$ cat src/rtl/perf_counter_bank.sv
// perf_counter_bank: NUM_CH event counters (wrap/saturate, sticky overflow) with atomic snapshot and a button-stepped readout selector.
// Define PERF_DELTA_EN to add a previous-snapshot bank and the delta_data output.
module perf_counter_bank #(
    parameter int NUM_CH    = 4,
    parameter int CNT_WIDTH = 32,
    parameter int SEL_WIDTH = 2
) (
    input  logic                 clk,
    input  logic                 rst_n,
    input  logic                 en,
    input  logic [NUM_CH-1:0]    events,
    input  logic                 clr,
    input  logic                 sat_mode,
    input  logic                 snap,
    input  logic                 change,
    output logic [SEL_WIDTH-1:0] sel,
    output logic [CNT_WIDTH-1:0] rd_data,
`ifdef PERF_DELTA_EN
    output logic [CNT_WIDTH-1:0] delta_data,
`endif
    output logic [NUM_CH-1:0]    ovf
);
    logic [CNT_WIDTH-1:0] cnt      [NUM_CH];
    logic [CNT_WIDTH-1:0] snapshot [NUM_CH];
    logic                 change_q;

    // clr wins over any increment; an all-ones counter flags overflow and either wraps or holds
    always_ff @(posedge clk or negedge rst_n) begin
        if (!rst_n) begin
            for (int k = 0; k < NUM_CH; k++) cnt[k] <= '0;
            ovf <= '0;
        end else if (clr) begin
            for (int k = 0; k < NUM_CH; k++) cnt[k] <= '0;
            ovf <= '0;
        end else if (en) begin
            for (int k = 0; k < NUM_CH; k++) begin
                if (events[k]) begin
                    if (&cnt[k]) begin
                        ovf[k] <= 1'b1;
                        cnt[k] <= sat_mode ? cnt[k] : '0;
                    end else begin
                        cnt[k] <= cnt[k] + CNT_WIDTH'(1);
                    end
                end
            end
        end
    end

    always_ff @(posedge clk or negedge rst_n) begin
        if (!rst_n) begin
            for (int k = 0; k < NUM_CH; k++) snapshot[k] <= '0;
        end else if (snap) begin
            for (int k = 0; k < NUM_CH; k++) snapshot[k] <= cnt[k];
        end
    end

    always_ff @(posedge clk or negedge rst_n) begin
        if (!rst_n) begin
            change_q <= 1'b0;
            sel      <= '0;
        end else begin
            change_q <= change;
            if (change && !change_q)
                sel <= (sel == SEL_WIDTH'(NUM_CH - 1)) ? '0 : sel + SEL_WIDTH'(1);
        end
    end

    assign rd_data = snapshot[sel];

`ifdef PERF_DELTA_EN
    logic [CNT_WIDTH-1:0] prev_snapshot [NUM_CH];

    always_ff @(posedge clk or negedge rst_n) begin
        if (!rst_n) begin
            for (int k = 0; k < NUM_CH; k++) prev_snapshot[k] <= '0;
        end else if (snap) begin
            for (int k = 0; k < NUM_CH; k++) prev_snapshot[k] <= snapshot[k];
        end
    end

    assign delta_data = snapshot[sel] - prev_snapshot[sel];
`endif
endmodule

$ cat config.mk
export PLATFORM = sky130hd
export DESIGN_NAME = perf_counter_bank
export DESIGN_NICKNAME = d
export VERILOG_FILES = /design/src/rtl/perf_counter_bank.sv
export SDC_FILE = /design/constraint.sdc
export NUM_CORES = 1
export LEC_CHECK = 0
export BUFFER_PORTS_ARGS = -buffer_cell sky130_fd_sc_hd__buf_2
export CAP_MARGIN = 20
export CORE_MARGIN = 2
export CORE_UTILIZATION = 55
export CTS_BUF_LIST = sky130_fd_sc_hd__clkbuf_2
export DETAILED_ROUTE_END_ITERATION = 10
export PLACE_DENSITY = 0.72
export SYNTH_ARGS = -nofsm -noshare
export SYNTH_HDL_FRONTEND = slang
export SYNTH_SLANG_ARGS = --single-unit
$ cat constraint.sdc
create_clock -name clk -period 5.8 [get_ports clk]
set_clock_uncertainty 0.2 [all_clocks]
set_input_delay 1.16 -clock clk [delete_from_list [all_inputs] [get_ports clk]]
set_output_delay 1.16 -clock clk [all_outputs]
set_load 0.05 [all_outputs]
# [Yosys cells after proc, flatten, opt, wreduce, memory -nomap -nowiden]
# Index checks and enable logic that the tools add are counted.
[word_totals] word_cells=74 regBits=263 in_bits=11 output_inout_bits=38
[classes] reduce_logical=23 bitwise=1 n_mux=25 add_sub_neg=5 magnitude_cmp=1 eq_ne=5
[ops] op="32-bit 2-to-1 mux" n=11
[ops] op="128-bit 2-to-1 mux" n=2
[ops] op="32-bit by 1-bit adder with 32-bit output, second input constant" n=4
[ops] op="32-bit AND reduction" n=4
[ops] op="32-bit binary-select mux with 2-bit select" n=1
[ops] op="3-bit AND reduction" n=8
[ops] op="2-bit nonzero test" n=9
[ops] op="3-bit != test, second input constant" n=4
[ops] op="1-bit 2-to-1 mux" n=8
[ops] op="4-bit 2-to-1 mux" n=2
[ops] op="3-bit >= comparator, second input constant" n=1
[ops] op="2-bit inverter with 3-bit output" n=1
[ops] op="2-bit by 1-bit adder with 2-bit output, second input constant" n=1
[ops] op="2-bit equality test, second input constant" n=1
[ops] op="2-bit 2-to-1 mux" n=1
[ops] op="1-bit logical AND" n=1
[ops] op="1-bit logical NOT" n=1

# [Logic depth before layout (Yosys ltp)]
# Gate-level depths: netlist (run 1).
[depth] ltp_word=5 ltp_mapped=10 mapped_depth_nobuf=7

# [Worst setup path before layout (run 1)]
# No wires, ideal clock.
[synth_path] kind="reg-to-output" startpoint="register sel[0]" endpoint="output port rd_data[10]" n_path_buf=2 path_slack_ns=2.155 t_required_ns=4.440 arrival_ns=2.285 stages_incl_launch_ff=4 cell_sequence="dfrtp_1 -> clkbuf_1 -> buf_1 -> mux4_2"
[synth_between] elab_chain_cells=4
[synth_rtl] item="start: declaration" line_no="16" text="output logic [SEL_WIDTH-1:0] sel,"
[synth_rtl] item="start signal: assignment" line_no="64" text="sel <= (sel == SEL_WIDTH'(NUM_CH - 1)) ? '0 : sel + SEL_WIDTH'(1);"
[synth_rtl] item="2-bit inverter with 3-bit output (implied by the code)" line_no="68" text="assign rd_data = snapshot[sel];"
[synth_rtl] item="32-bit binary-select mux with 2-bit select" line_no="68"
[synth_rtl] item="32-bit 2-to-1 mux (implied by the code) (2 in a row)" line_no="68"
[synth_rtl] item="end: declaration" line_no="17" text="output logic [CNT_WIDTH-1:0] rd_data,"
# No other way between the ends. The select of a mux whose other input is x is not followed.

# [Worst setup path after layout (run 1)]
# Same ends and word-level chain as after synthesis.

==> results of run 1 <==
==> critical path, stage by stage (launching register included) <==
cell,delay [ps]
dfrtp_2,860
buf_4,410
mux4_2,570
buf_2,230
==> registers in the layout (all words and copies together) (netlist names) <==
signal / flops
sel: 2
ovf: 4
snapshot: 128
cnt: 128
change_q: 1
==> logic make-up after synthesis <==
| logic type | synth area share [%] |
|---|---|
| and+or+nand+nor | 16.3 |
| AOI/OAI and AO/OA | 13.3 |
| DFF | 50.2 |
| muxes | 16.8 |
| buffers and inverters | 2.77 |
| adders and majority gates | 0.478 |
| xor gates and xnor gates | 0.0669 |
==> power by group <==
group	internal, uW	switching [uW]	total, uW
Sequential	1860	66.8	1920
Clock	537	765	1300
Combinational	173	277	451
==> layout by cell type, fill, tap and decap left out, types with 11 or more instances in the layout <==
master	count
inv_1	18
buf_2	46
and2_1	11
clkinv_1	11
nand2_1	125
o21ai_0	124
dfrtp_1	262
clkbuf_2	109
a21oi_1	35
or3_1	16
nand4_1	32
and3_1	33
mux4_2	32
mux2_2	130
nor2_1	54
buf_4	14
a31oi_1	40
nor3_1	39
o21ai_1	19
and4_1	14
nor4_1	14
nand3_1	52
o31ai_1	25
==> per-stage QoR <==
step	setup slack (ps)	cells	total power [uW]	cell area, sq um	hold WS, ps
6_report	1550	1666	3680	14200	212
5_1_grt	1320	1666	3850	14200	203
4_1_cts	1410	1665	3720	14200	166
3_5_place_dp	1930	1541	2420	13600	292
3_3_place_gp	2040	1540	2410	13600	282
2_1_floorplan	2160	1230	2280	13100	259
==> routing by layer <==
metal	vias up	wire, um
li1	4799	-
met1	5349	15300
met2	435	16100
met3	58	2500
met4	0	1020
met5	-	0
==> worst max-delay path by stage <==
| stage | startpoint | slack [ps] | to | cells past startpoint |
|---|---|---|---|---|
| after floorplan | sel[0] | 2160 | rd_data[10] | 3 |
| after global placement | clr | 2040 | cnt[62] | 8 |
| after detailed placement | clr | 1930 | cnt[62] | 8 |
| after CTS | sel[0] | 1410 | rd_data[11] | 3 |
| after global routing | sel[0] | 1320 | rd_data[11] | 3 |
| final | sel[0] | 1550 | rd_data[10] | 3 |
==> layout make-up <==
type	count	area share [%]
tap	319	2.80
inverter	18	0.475
timing repair buffer	63	2.68
clock inverter	15	0.589
multi-input combinational	878	43.3
sequential	263	46.3
antenna	1	0.0176
clock buffer	109	3.83
==> flow_summary.yaml, run 1 <==
synth:
  synth.most_common_cell: "dfrtp_1"
  synth_common_cells: "dfrtp_1 (263), mux2_2 (130), nand2_1 (125)"
  yosysTopAreaCell: "dfrtp_1"
  seq_area_frac_synth_pct: 50.2
  ys_dominant_reg_cell: "dfrtp_1"
  synth_seq_cells: 263
  syn_area_sq_mm: 0.0131
  syn-num-nets: 1246
  avgSynthCellArea_sq_um: 10.7
  synth_area_leaders: "dfrtp_1 (50%), mux2_2 (11%), mux4_2 (5.5%)"
  syn_inst: 1230
  synth-async-reset-ratio_pct: 100
  synth-edff-count: 0
  synth_top_area_share_pct: 50.2
  ys_types: 52
  synth_warnings: 0
floorplan:
  io_pins: 49
  rows: 56
  core_area_sq_mm: 0.0234
  dieArea_sq_mm: 0.0251
  die_x_um: 158
  start_util_pct: 56.0
  die_h_um: 158
final_layout:
  seq_area_sq_mm: 0.00658
  drive_gt1_share_pct: 26.4
  fin_util_pct: 60.8
  nNetsFinal: 1312
  fillers: 1980
  syn2layout_area_growth_pct: 8.62
  multi_input_area_sq_mm: 0.00617
clock_tree:
  clk_pin_slew_ps: 100
  insertion_delay_ps: 830
  clock_path_buffers: 3
  tritoncts: "built"
  postCtsSetupRepairBufs: 0
  cts_hold_buf: 0
  cts-root-buf: "clkbuf_2"
  cts_resized: 0
  htreeDepth: 3
  numCtsBuffers: 72
  cts.sinks: 263
hold_path:
  hp-class: "input pin to async pin"
route:
  firstDrtPassIters: 5
  postRouteAntennaNets: 0
  drt-total-wl_mm: 35.0
  routed_via_density: 6.39
  wl_per_cell_um: 21.0
  drc: 0
  vias: 10600
  drt_iter0_drc: 1153
grt:
  use_met3_pct: 4.63
  busiest_layer: "met2"
  grt_pass1_vias: 9949
  antenna_found_initial: 2
  grt.total_usage_pct: 28.7
  grt_overflow_total: 0
  grt_max_degree: 115
  use_met1_pct: 41.5
  grt_util_met2_pct: 43.5
  grt_pass1_wl_mm: 54.9
power:
  p_leak_uw: 0.00645
  peakVddDrop_mv: 0.155
  powerDensity_mw_per_mm2: 258
timing:
  period_share_pct: 73.3
  rsz0062_at_grt: "no"
  worstMarginPinSlew_ps: 988
  fmax_ghz: 0.235
  setup_viol: 0
  final-hold-violation-count: 0
  setup_tns_ps: 0
  slew_violations: 0
  layout_min_cycle_time_ps: 4250
  relSlewSlack_pct: 33.5
setup_path:
  rr_endpoint: "cnt[62]"
  rrSetupSlack_ps: 2250
  worstSetupPathType: "flop to primary output"
  cp-start-kind: "flop"
  r2r_start: "cnt[32]"
  arrival_ps: 2890
  endpoint_kind: "primary output"
  worst-path-max-fanout: 23
  r2r_cells: 8
  cp.required_ps: 4440
placed_design:
  globalplace.congestion: 0.869
  io_buffers: 48
  dp_hpwl_mm: 24.2
run_status:
  status: "completed"
flow_run:
  max_cap_viol_count: 0
No activity file was read; power rests on OpenSTA's default activity.
==> run 2, diff against run 1 <==
ABC_AREA = 1   (was unset)
clock period = 4.4 ns   (was 5.8 ns; I/O delays follow)
==> run 2 against run 1 <==
  * Hold slack got worse by 35 ps
  * Synthesized area is 11% higher
  * Sequential power increased by 35%
  * Utilization is 0.65 points lower
  * Flip-flop and latch count is the same
==> flow_summary.yaml, run 2 <==
run_status:
  status: "completed"
setup_path:
  path_cells: "inv_1 -> buf_4 -> o21ai_0 -> o22ai_1 -> buf_2"
  worstSetupPathType: "flop to primary output"
  crit_family: "buffers and inverters"
  r2r_start: "cnt[65]"
  endpoint_kind: "primary output"
  cp-start-kind: "flop"
  critPathBufInv: 3
  r2r_cells: 10
  cp.required_ps: 3320
  worst-path-max-fanout: 29
  rr_endpoint: "cnt[72]"
  max_stage_delay_ps: 660
  critPathSlowestCell: "dfrtp_1"
  rrSetupSlack_ps: 1630
  arrival_ps: 3090
  startpoint: "sel[1]"
route:
  wl_met1_mm: 18.6
  vias: 13200
  routed.top_layer: "met4"
  drt_iter0_drc: 1232
  drc: 0
  met2_length_mm: 18.2
  dr_wl_met3_mm: 3.35
  routed_via_density: 5.56
  drt-total-wl_mm: 41.8
  wl_per_cell_um: 17.6
  firstDrtPassIters: 5
  postRouteAntennaNets: 0
synth:
  syn-num-nets: 1952
  yosysTopAreaCell: "dfrtp_1"
  syn_inst: 1936
  synth_common_cells: "nand2_1 (509), nor2_1 (330), dfrtp_1 (263)"
  synth.most_common_cell: "nand2_1"
  seq_area_frac_synth_pct: 45.3
  ys_types: 38
  synth_warnings: 0
  synth-edff-count: 0
  synth_seq_cells: 263
  ys_dominant_reg_cell: "dfrtp_1"
  syn_area_sq_mm: 0.0145
  synth_area_leaders: "dfrtp_1 (45%), nand2_1 (13%), nor2_1 (8.5%)"
  synth_top_area_share_pct: 45.3
  avgSynthCellArea_sq_um: 7.50
  synth-async-reset-ratio_pct: 100
power:
  netSwitchingPower_uw: 2560
  clock_power_share_pct: 29.6
  powerDensity_mw_per_mm2: 400
  swShare_pct: 40.9
  p_int_uw: 3700
  peakVddDrop_mv: 0.659
  power_uw: 6250
  p_leak_uw: 0.00713
  pwr-share-seq_pct: 41.6
  comb_power_share_pct: 28.8
hold_path:
  hp-class: "input pin to flop"
  worstHoldStart: "en"
  min_to: "ovf[1]"
  holdPathStages: 3
timing:
  worstMarginPinSlew_ps: 994
  hold_ws_ps: 177
  period_share_pct: 94.9
  fmax_ghz: 0.240
  setup_tns_ps: 0
  rsz0062_at_grt: "no"
  setup_viol: 0
  layout_min_cycle_time_ps: 4170
  slew_violations: 0
  final-hold-violation-count: 0
  relSlewSlack_pct: 33.5
clock_tree:
  htreeDepth: 3
  cts.sinks: 263
  postCtsSetupRepairBufs: 0
  tritoncts: "built"
  cts_hold_buf: 3
  insertion_delay_ps: 900
  cts-root-buf: "clkbuf_2"
  numCtsBuffers: 69
  cts_resized: 0
  clk_pin_slew_ps: 100
  clock_path_buffers: 3
grt:
  grt_pass1_vias: 12500
  antenna_found_initial: 2
  grt_pass1_wl_mm: 67.1
  grt_max_degree: 105
  grt.total_usage_pct: 30.6
  grt_overflow_total: 0
floorplan:
  start_util_pct: 55.9
  die_x_um: 167
  io_pins: 49
  dieArea_sq_mm: 0.0277
  core_area_sq_mm: 0.0260
  rows: 59
  die_h_um: 167
final_layout:
  final_area_sq_mm: 0.0156
  final_common_cell: "nand2_1"
  multi_input_area_sq_mm: 0.00695
  final_cell_mix: "nand2_1 (509), nor2_1 (330), dfrtp_1 (262)"
  nNetsFinal: 2010
  seq_area_sq_mm: 0.00658
  drive_gt1_share_pct: 13.9
  fillers: 2500
  syn2layout_area_growth_pct: 7.60
  top_regs: "cnt: 128 flops, snapshot: 128 flops, ovf: 4 flops"
placed_design:
  dp_hpwl_mm: 30.2
  io_buffers: 48
  place_area_sq_mm: 0.0149
  globalplace.congestion: 0.945
flow_run:
  max_cap_viol_count: 0
[run 2: cell types whose count changed in the layout (fill, tap and decap cells not counted), sizes merged, moves of 73 or more]
| cell | previous run | this run |
|---|---|---|
| mux2 | 130 | 35 |
| inv | 20 | 157 |
| a21oi | 35 | 110 |
| nand3 | 53 | 126 |
| nand2 | 125 | 527 |
| nor2 | 55 | 345 |
[run 2: power groups by stage]
| stage | logic [uW] | registers, uW | clock network (uW) |
|---|---|---|---|
| floorplan | 1270 | 2630 | 0 |
| global placement | 1760 | 2640 | 0 |
| detailed placement | 1760 | 2640 | 0 |
| CTS | 1770 | 2590 | 1880 |
| global route | 1910 | 2610 | 1990 |
| finish | 1800 | 2600 | 1850 |
[run 2: through the flow]
step / util [%] / setup slack [ps] / instances
after detailed placement: 57.4 / 1120 / 2254
after floorplan: - / 1060 / 1936
after global placement: 57.4 / 1150 / 2254
final: 60.2 / 226 / 2373
after global routing: 60.2 / 33.0 / 2372
after CTS: 60.1 / 221 / 2370
[run 2: cell families (layout without fill, tap and decap cells)]
logic type                 count (synthesis)  count (layout)  share of synthesized area (%)
other                                      0               2                              0
adders and majority gates                  5               5                          0.431
xor gates and xnor gates                  45              45                           2.71
muxes                                     35              35                           2.71
and+or+nand+nor                         1037            1037                           29.8
AOI/OAI and AO/OA                        321             321                           12.2
DFF                                      263             263                           45.3
buffers and inverters                    230             330                           6.84
[run 2: final cells by class]
cell class | count | share of cell area, %
inverters | 155 | 3.74
clock inverters | 18 | 1.15
flip-flops and latches | 263 | 42.1
well taps | 335 | 2.68
diodes | 2 | 0.0320
clock buffers | 95 | 3.04
repair buffers | 62 | 2.76
multi-input cells | 1443 | 44.5
[run 2: worst max-delay path by stage]
stage | to | slack [ps] | cells past startpoint
after floorplan | rd_data[21] | 1060 | 5
after global placement | rd_data[11] | 1150 | 5
after detailed placement | cnt[47] | 1120 | 6
after CTS | rd_data[8] | 220 | 6
after global routing | rd_data[18] | 30 | 5
final | rd_data[18] | 230 | 5
[run 2: worst register-to-register path: stages (launching register included)]
cell and delay (ps):
dfrtp_1 470, ha_1 220, nand2_1 120, nor2_4 210, nand2_2 130, nor2_4 160
nand4_1 110, nand2_2 750, inv_1 210, nand2_1 120, nand2_1 50
[run 2: metal layers]
metal  track usage (%)  up-vias
met4              13.4        0
met2              45.5      471
met5                 0        -
li1                  -     6391
met1              43.4     6238
met3              6.39       96
==> run 3, diff against run 2 <==
CTS_BUF_LIST = unset   (was sky130_fd_sc_hd__clkbuf_2)
==> run 3 against run 2 <==
  * Power grew 9.7%
  * Hold slack lost 27 ps
  * Global-route usage shrank 0.46 points
  * Sequential power is essentially flat
  * Highest routed layer unchanged
  * Sequential share of layout area shrank 0.70 points
  * Critical endpoint is now rd_data[11]
  * Die area is the same
  * Critical path type unchanged
  * Non-clock buffer count shrank 3
==> flow_summary.yaml, run 3 (synthesized netlist as in run 2, its figures left out) <==
floorplan:
  start_util_pct: 55.9
  die_h_um: 167
  rows: 59
  io_pins: 49
  core_area_sq_mm: 0.0260
  die_x_um: 167
  dieArea_sq_mm: 0.0277
clock_tree:
  cts_resized: 0
  numCtsBuffers: 28
  clk_pin_slew_ps: 60
  tritoncts: "built"
  clock_path_buffers: 3
  htreeDepth: 1
  cts-root-buf: "clkbuf_16"
  cts.sinks: 263
  cts_hold_buf: 0
  postCtsSetupRepairBufs: 0
  insertion_delay_ps: 560
setup_path:
  worst-path-max-fanout: 29
  endpoint_kind: "primary output"
  cp-start-kind: "flop"
  cp.required_ps: 3320
  worstSetupPathType: "flop to primary output"
  r2r_start: "cnt[65]"
  arrival_ps: 2880
  startpoint: "sel[1]"
route:
  drt_iter0_drc: 1318
  routed_via_density: 5.62
  drc: 0
  vias: 12900
  wl_per_cell_um: 18.1
  drt-total-wl_mm: 41.7
  postRouteAntennaNets: 0
  firstDrtPassIters: 5
final_layout:
  final_cell_mix: "nand2_1 (509), nor2_1 (330), dfrtp_1 (262)"
  final_cells: 2305
  fin_util_pct: 61.2
  drive_gt1_share_pct: 11.4
  syn2layout_area_growth_pct: 9.42
  nNetsFinal: 1966
  insertedDiodeCount: 0
  final_common_cell: "nand2_1"
  multi_input_area_sq_mm: 0.00695
  top_regs: "cnt: 128 flops, snapshot: 128 flops, ovf: 4 flops"
  seq_area_sq_mm: 0.00658
  fillers: 2405
placed_design:
  globalplace.congestion: 0.945
  place_inst: 2254
  dp_hpwl_mm: 30.2
  io_buffers: 48
grt:
  grt_pass1_vias: 12200
  grt.total_usage_pct: 30.1
  grt_overflow_total: 0
  grt_max_degree: 105
  grt_pass1_wl_mm: 66.9
  antenna_found_initial: 0
timing:
  slew_violations: 0
  fmax_ghz: 0.252
  hold_ws_ps: 150
  worstMarginPinSlew_ps: 1000
  layout_min_cycle_time_ps: 3960
  period_share_pct: 90.1
  rsz0062_at_grt: "no"
  relSlewSlack_pct: 32.9
  setup_viol: 0
  setup_tns_ps: 0
  final-hold-violation-count: 0
power:
  powerDensity_mw_per_mm2: 432
  peakVddDrop_mv: 0.706
  p_leak_uw: 0.00709
run_status:
  status: "completed"
flow_run:
  max_cap_viol_count: 0
hold_path:
  hp-class: "input pin to async pin"
==> run 3: cell types whose count changed in the layout (fill, tap and decap cells not counted), sizes merged, moves of 2 or more <==
| cell | before | now |
|---|---|---|
| clkbuf | 95 | 38 |
| clkinv | 11 | 5 |
| dlygate4sd3 | 3 | 0 |
| clkinvlp | 1 | 3 |
| diode | 2 | 0 |
==> run 3: final cells by class <==
| cell class | instances | area share [%] |
|---|---|---|
| Clock inverter | 12 | 0.992 |
| Tap cell | 335 | 2.64 |
| Timing Repair Buffer | 59 | 2.53 |
| Multi-Input combinational cell | 1443 | 43.7 |
| Inverter | 155 | 3.68 |
| Sequential cell | 263 | 41.4 |
| Clock buffer | 38 | 5.02 |
==> run 3: path summary, 6_finish.rpt <==
kind | slack [ps] | cells after the start | to
max | 440 | 5 | rd_data[11]
min | 150 | 1 | cnt[9]
max reg2reg | 1610 | 10 | cnt[82]
min reg2reg | 310 | 2 | ovf[0]
max in group asynchronous | 2890 | 2 | cnt[107]
min in group clk | 250 | 1 | change_q
==> run 3: per-layer routing <==
| metal | vias up | routed length (um) | track usage, % |
|---|---|---|---|
| li1 | 6247 | - | - |
| met1 | 6212 | 19000 | 44.0 |
| met2 | 413 | 18700 | 47.1 |
| met3 | 73 | 2620 | 4.25 |
| met4 | 0 | 1370 | 8.58 |
| met5 | - | 0 | 0 |
==> run 3: worst max-delay path: stages, from the launching register on <==
cell,delay [ps]
dfrtp_1,660
inv_1,500
buf_4,380
o21ai_0,140
o22ai_1,310
buf_2,340
==> run 3: report_power, final <==
part           switching, uW  internal (uW)  leakage [uW]
clock network           1010           1450      0.000463
logic                   1420            382       0.00311
registers               98.7           2500       0.00353
total                   2530           4330       0.00709
==> run 3: per-stage QoR <==
stage,instance area (sq um),worst slack (ps),power [uW]
global placement,14900,1150,4390
finish,15900,438,6860
global route,15900,350,7080
floorplan,14500,1060,3900
detailed placement,14900,1120,4400
CTS,15900,543,6850
